File: config.mk
export PLATFORM = sky130hd
export DESIGN_NAME = rst_seq_sync
export DESIGN_NICKNAME = d
export VERILOG_FILES = /design/src/rtl/rst_pkg.sv /design/src/rtl/rst_sync_core.sv /design/src/rtl/rst_seq_sync.sv
export SDC_FILE = /design/constraint.sdc
export NUM_CORES = 1
export LEC_CHECK = 0
export CAP_MARGIN = 20
export CORE_ASPECT_RATIO = 0.75
export CORE_MARGIN = 1.5
export CORE_UTILIZATION = 45
export DETAILED_ROUTE_END_ITERATION = 6
export SETUP_SLACK_MARGIN = 0.02
export SYNTH_ARGS = -nofsm -noshare
export SYNTH_HDL_FRONTEND = slang
export SYNTH_SLANG_ARGS = --single-unit
File: constraint.sdc
create_clock -name CLK -period 5.2 [get_ports CLK]
set_input_delay 1.56 -clock CLK [delete_from_list [all_inputs] [get_ports CLK]]
set_output_delay 1.56 -clock CLK [all_outputs]
set_load 0.01 [all_outputs]
File: src/rtl/rst_pkg.sv
// rtl/rst_pkg.sv - shared state encoding and width helper for the reset sequencer
package rst_pkg;

  typedef enum logic [1:0] {
    S_HOLD    = 2'd0,
    S_RELEASE = 2'd1,
    S_RUN     = 2'd2
  } state_t;

  // Bits needed to index 'value' distinct codes, never less than one bit
  function automatic int clog2_min1(input int value);
    int r;
    r = 0;
    while ((1 << r) < value) r++;
    return (r < 1) ? 1 : r;
  endfunction

endpackage

File: src/rtl/rst_sync_core.sv
// rtl/rst_sync_core.sv - asynchronous-assert, synchronous-release reset synchroniser
module rst_sync_core #(
  parameter int NUM_STAGES = 2
) (
  input  logic CLK,
  input  logic RST,
  output logic rst_synced
);

  logic [NUM_STAGES-1:0] chain;

  // Clear instantly on RST; shift ones in while RST is low
  always_ff @(posedge CLK or posedge RST) begin
    if (RST) begin
      chain <= '0;
    end else begin
      chain <= {chain[NUM_STAGES-2:0], 1'b1};
    end
  end

  assign rst_synced = chain[NUM_STAGES-1];

endmodule

File: src/rtl/rst_seq_sync.sv
// rtl/rst_seq_sync.sv - multi-channel reset synchroniser with staggered release and software resets
module rst_seq_sync
  import rst_pkg::*;
#(
  parameter int NUM_STAGES     = 2,
  parameter int NUM_CH         = 4,
  parameter int HOLD_CYCLES    = 16,
  parameter int STAGGER_CYCLES = 4
) (
  input  logic              CLK,
  input  logic              RST,
  input  logic [NUM_CH-1:0] SW_RST_REQ,
  output logic [NUM_CH-1:0] SYNC_RST,
  output logic              RST_DONE
);

  localparam int MAX_CNT = (HOLD_CYCLES > STAGGER_CYCLES) ? HOLD_CYCLES : STAGGER_CYCLES;
  localparam int CNT_W   = clog2_min1(MAX_CNT + 1);
  localparam int IDX_W   = clog2_min1(NUM_CH);

  localparam logic [CNT_W-1:0] HOLD_LAST = CNT_W'(HOLD_CYCLES - 1);
  localparam logic [CNT_W-1:0] STAG_LAST = CNT_W'(STAGGER_CYCLES - 1);
  localparam logic [CNT_W-1:0] HOLD_LOAD = CNT_W'(HOLD_CYCLES);
  localparam logic [IDX_W-1:0] IDX_ONE   = IDX_W'(1);
  localparam logic [IDX_W-1:0] IDX_LAST  = IDX_W'(NUM_CH - 1);

  if (NUM_STAGES < 2) begin : g_bad_stages
    $error("rst_seq_sync: NUM_STAGES must be >= 2");
  end
  if (NUM_CH < 1) begin : g_bad_ch
    $error("rst_seq_sync: NUM_CH must be >= 1");
  end
  if (HOLD_CYCLES < 1) begin : g_bad_hold
    $error("rst_seq_sync: HOLD_CYCLES must be >= 1");
  end
  if (STAGGER_CYCLES < 1) begin : g_bad_stagger
    $error("rst_seq_sync: STAGGER_CYCLES must be >= 1");
  end

  logic             rst_synced;
  state_t           state;
  logic [CNT_W-1:0] cnt;
  logic [IDX_W-1:0] idx;
  logic [CNT_W-1:0] sw_cnt [NUM_CH];
  logic [CNT_W-1:0] sw_nxt [NUM_CH];
  logic             sw_busy_nxt;

  rst_sync_core #(
    .NUM_STAGES (NUM_STAGES)
  ) u_sync (
    .CLK        (CLK),
    .RST        (RST),
    .rst_synced (rst_synced)
  );

  // Next software-reset countdown per channel: a request reloads, otherwise count down to zero
  always_comb begin
    sw_busy_nxt = 1'b0;
    for (int i = 0; i < NUM_CH; i++) begin
      sw_nxt[i] = '0;
      if (SW_RST_REQ[i]) begin
        sw_nxt[i] = HOLD_LOAD;
      end else if (sw_cnt[i] != '0) begin
        sw_nxt[i] = sw_cnt[i] - 1'b1;
      end
      if (sw_nxt[i] != '0) begin
        sw_busy_nxt = 1'b1;
      end
    end
  end

  // Hold, staggered release and run-time software resets, all outputs registered
  always_ff @(posedge CLK or posedge RST) begin
    if (RST) begin
      state    <= S_HOLD;
      cnt      <= '0;
      idx      <= '0;
      SYNC_RST <= '0;
      RST_DONE <= 1'b0;
      for (int i = 0; i < NUM_CH; i++) begin
        sw_cnt[i] <= '0;
      end
    end else begin
      case (state)
        S_HOLD: begin
          if (rst_synced) begin
            if (cnt == HOLD_LAST) begin
              SYNC_RST[0] <= 1'b1;
              cnt         <= '0;
              idx         <= IDX_ONE;
              if (NUM_CH == 1) begin
                state    <= S_RUN;
                RST_DONE <= 1'b1;
              end else begin
                state <= S_RELEASE;
              end
            end else begin
              cnt <= cnt + 1'b1;
            end
          end
        end
        S_RELEASE: begin
          if (cnt == STAG_LAST) begin
            for (int k = 0; k < NUM_CH; k++) begin
              if (idx == IDX_W'(k)) begin
                SYNC_RST[k] <= 1'b1;
              end
            end
            cnt <= '0;
            if (idx == IDX_LAST) begin
              state    <= S_RUN;
              RST_DONE <= 1'b1;
            end else begin
              idx <= idx + 1'b1;
            end
          end else begin
            cnt <= cnt + 1'b1;
          end
        end
        S_RUN: begin
          for (int i = 0; i < NUM_CH; i++) begin
            sw_cnt[i]   <= sw_nxt[i];
            SYNC_RST[i] <= (sw_nxt[i] == '0);
          end
          RST_DONE <= ~sw_busy_nxt;
        end
        default: begin
          state    <= S_HOLD;
          cnt      <= '0;
          idx      <= '0;
          SYNC_RST <= '0;
          RST_DONE <= 1'b0;
        end
      endcase
    end
  end

endmodule
==> results.yml <==
status:
  status: "finished, final reports clean"
timing:
  fmax_mhz: 318
  layout_setup_ws_ps: 2060
  relSlewSlack_pct: 49.9
  layout_worst_path_cycle_share_pct: 60.4
  clock_skew_ps: 3.57
  hold_slack_ps: 349
  setup_violations: 0
  rsz0062_at_grt: "false"
  report.final.slew_viol_count: 0
  worst_pin_slew_ps: 732
  layout_min_cycle_time_ps: 3140
  setup-tns-final_ps: 0
  hold_violations: 0
synth:
  synth_edf_count: 0
  netlist_instances: 216
  yosys.area_share.simple_pct: 17.8
  synthesis.area_um2: 2090
  ys_seq_area_share_pct: 43.0
  synth.avg_cell_area_um2: 9.69
  async_flop_share_pct: 100
  syn_nets: 237
  synthXorXnorAreaFrac_pct: 0
  ys_types: 47
  yosys_warnings: 0
  ys.flop_type: "dfrtp_1"
  yosys.area_share.adder_pct: 8.97
  synthMuxAreaShare_pct: 2.63
  synth-compound-area-share_pct: 21.6
  ys_ff_latch: 36
  synth_top_family_by_area: "compound AO/OA/AOI/OAI gates"
worst_setup_path:
  critical_path.startpoint_type: "primary input"
  cp.arrival_ps: 3330
  crit_type: "primary input to register"
  endpoint_kind: "register"
  rrSetupSlack_ps: 2920
  rr_worst_depth: 6
  cpMaxStageDelayCell: "a2111oi_0"
  critPathMaxStageDelay_ps: 650
  crit_fanout: 4
  critPathRequiredTime_ps: 5380
  crit_chain: "clkdlybuf4s50_1, or3_1, a2111oi_0, nand2_1, o31ai_1"
cts:
  cts_tree: "built"
  postCtsSetupRepairBufs: 0
  htreeDepth: 2
  clk_pin_slew_ps: 70
  postCtsHoldBufs: 0
  cts_sinks: 36
  clockBufferDepth: 2
  cts_repair_resize_count: 0
  worstSkewPairLatency_ps: 280
  root_buffer: "clkbuf_8"
  cts_buffers: 5
routing:
  num_vias: 1599
  wl_um: 4130
  antenna_left: 0
  via_per_inst: 5.63
  drt-initial-drc-count: 115
  wl_per_cell_um: 14.5
  dr.pass1.iters: 4
  drcViolationCount: 0
final_layout:
  final_common_cell: "dfrtp_1"
  syn_to_final_growth_pct: 10.8
  drive_above_1_share_pct: 7.05
  final_net_count: 248
  mostFrequentLayoutCells: "36 x dfrtp_1, 22 x inv_1, 20 x o21ai_0"
  diodes: 0
global_route:
  globalRouteOverflowTotal: 0
  antenna_found_initial: 0
  grt_use_total_pct: 18.7
  grt_pass1_wl_um: 7090
  grt_max_degree: 36
  grt_pass1_vias: 1556
placement:
  gp_congestion: 0.785
  place_ws_ps: 1760
  dp_hpwl_um: 2950
  portBuffers: 10
floorplanning:
  initial_core_util_pct: 46.9
  die_w_um: 81.8
  die-area_um2: 5070
  die_h_um: 62.1
  core-area_um2: 4470
  rows: 21
  ios: 11
hold_path:
  hold_class: "register to register"
  hold_path_depth: 0
power:
  power_frac_comb_pct: 48.6
  power_density_nw_per_um2: 552
  swShare_pct: 40.8
  power_frac_seq_pct: 37.1
  switchingPower_w: 0.000522
  p_int_w: 0.000757
  power_leakage_nw: 1.01
  p_clk_share_pct: 14.2
  peakVddDrop_v: 0.000300
job:
  maxCapViolCount: 0
cell usage after synthesis (3+ instances only):
cell type | number | area, um^2
nand3_1 | 4 | 20.0
a22o_1 | 3 | 26.3
o21ai_0 | 20 | 100
nand2b_1 | 11 | 68.8
inv_1 | 22 | 82.6
nor2b_1 | 9 | 56.3
o2bb2ai_1 | 3 | 26.3
nor3_1 | 5 | 25.0
or3b_2 | 3 | 26.3
nand3b_1 | 3 | 22.5
dfrtp_1 | 36 | 901
ha_1 | 15 | 188
nor2_1 | 4 | 15.0
mux2i_1 | 4 | 40.0
nand2_1 | 19 | 71.3
o22ai_1 | 5 | 31.3
o31ai_1 | 5 | 37.5
a221o_1 | 3 | 30.0
clkbuf_1 | 5 | 18.8
a31oi_1 | 3 | 18.8
worst paths after layout:
path,startpoint,endpoint
max in group asynchronous,RST,sw_cnt[1]$_DFFE_PP0P_
max,SW_RST_REQ[3],RST_DONE$_DFFE_PP0P_
min,u_sync.chain[0]$_DFF_PP0_,u_sync.chain[1]$_DFF_PP0_
min reg2reg,u_sync.chain[0]$_DFF_PP0_,u_sync.chain[1]$_DFF_PP0_
min in group asynchronous,RST,sw_cnt[10]$_DFFE_PP0P_
max reg2reg,state[0]$_DFFE_PP0P_,state[0]$_DFFE_PP0P_
stage by stage:
| stage | cells | power [W] | instance area [um^2] | util, % |
|---|---|---|---|---|
| 2_1_floorplan | 216 | 0.000939 | 2090 | - |
| 3_3_place_gp | 277 | 0.00107 | 2240 | 50.2 |
| 3_5_place_dp | 277 | 0.00110 | 2240 | 50.2 |
| 4_1_cts | 284 | 0.00129 | 2320 | 51.9 |
| 5_1_grt | 284 | 0.00140 | 2320 | 51.9 |
| 6_report | 284 | 0.00128 | 2320 | 51.9 |
logic make-up (layout without fill, tap and decap cells):
family                   after synthesis  in the layout
flip-flops                            36             36
buffers and inverters                 30             41
multiplexers                           5              5
adder cells (fa/ha/maj)               15             15
other                                  1              1
AND/OR/NAND/NOR                       66             66
AO/OA/AOI/OAI                         63             63
final cells by class:
cell class | count | area [um^2]
inverters | 22 | 82.6
clock inverters | 1 | 5.00
fillers | 414 | 2150
flip-flops and latches | 36 | 901
repair buffers | 12 | 115
clock buffers | 6 | 72.6
well taps | 57 | 71.3
multi-input cells | 150 | 1070
routing by layer:
metal | wire length, um | part of all wire [%] | vias to the layer above | global-route usage [%]
li1 | - | - | 803 | -
met4 | 68 | 1.6 | 0 | 7.26
met2 | 1870 | 45 | 26 | 30.3
met5 | 0 | 0 | - | 0
met1 | 2050 | 50 | 761 | 24.6
met3 | 141 | 3.4 | 9 | 4.09
power groups by stage:
| stage | clock, W | combinational (W) | sequential, W |
|---|---|---|---|
| global route | 0.000203 | 0.000704 | 0.000493 |
| floorplan | 0 | 0.000476 | 0.000463 |
| detailed placement | 0 | 0.000620 | 0.000479 |
| global placement | 0 | 0.000594 | 0.000472 |
| finish | 0.000182 | 0.000622 | 0.000475 |
| CTS | 0.000191 | 0.000625 | 0.000474 |
state kept, by name (all words and copies together), names as in the netlist:
name / cells
sw_cnt: 20
cnt: 5
SYNC_RST: 4
idx: 2
state: 2
u_sync.chain: 2
RST_DONE: 1
worst max-delay path: cells and delay by family:
family,cells,cell delay (ps)
compound gates,2,880
buf+inv,1,450
simple gates,2,430
Note: power is estimated with default switching activity, not from simulation.
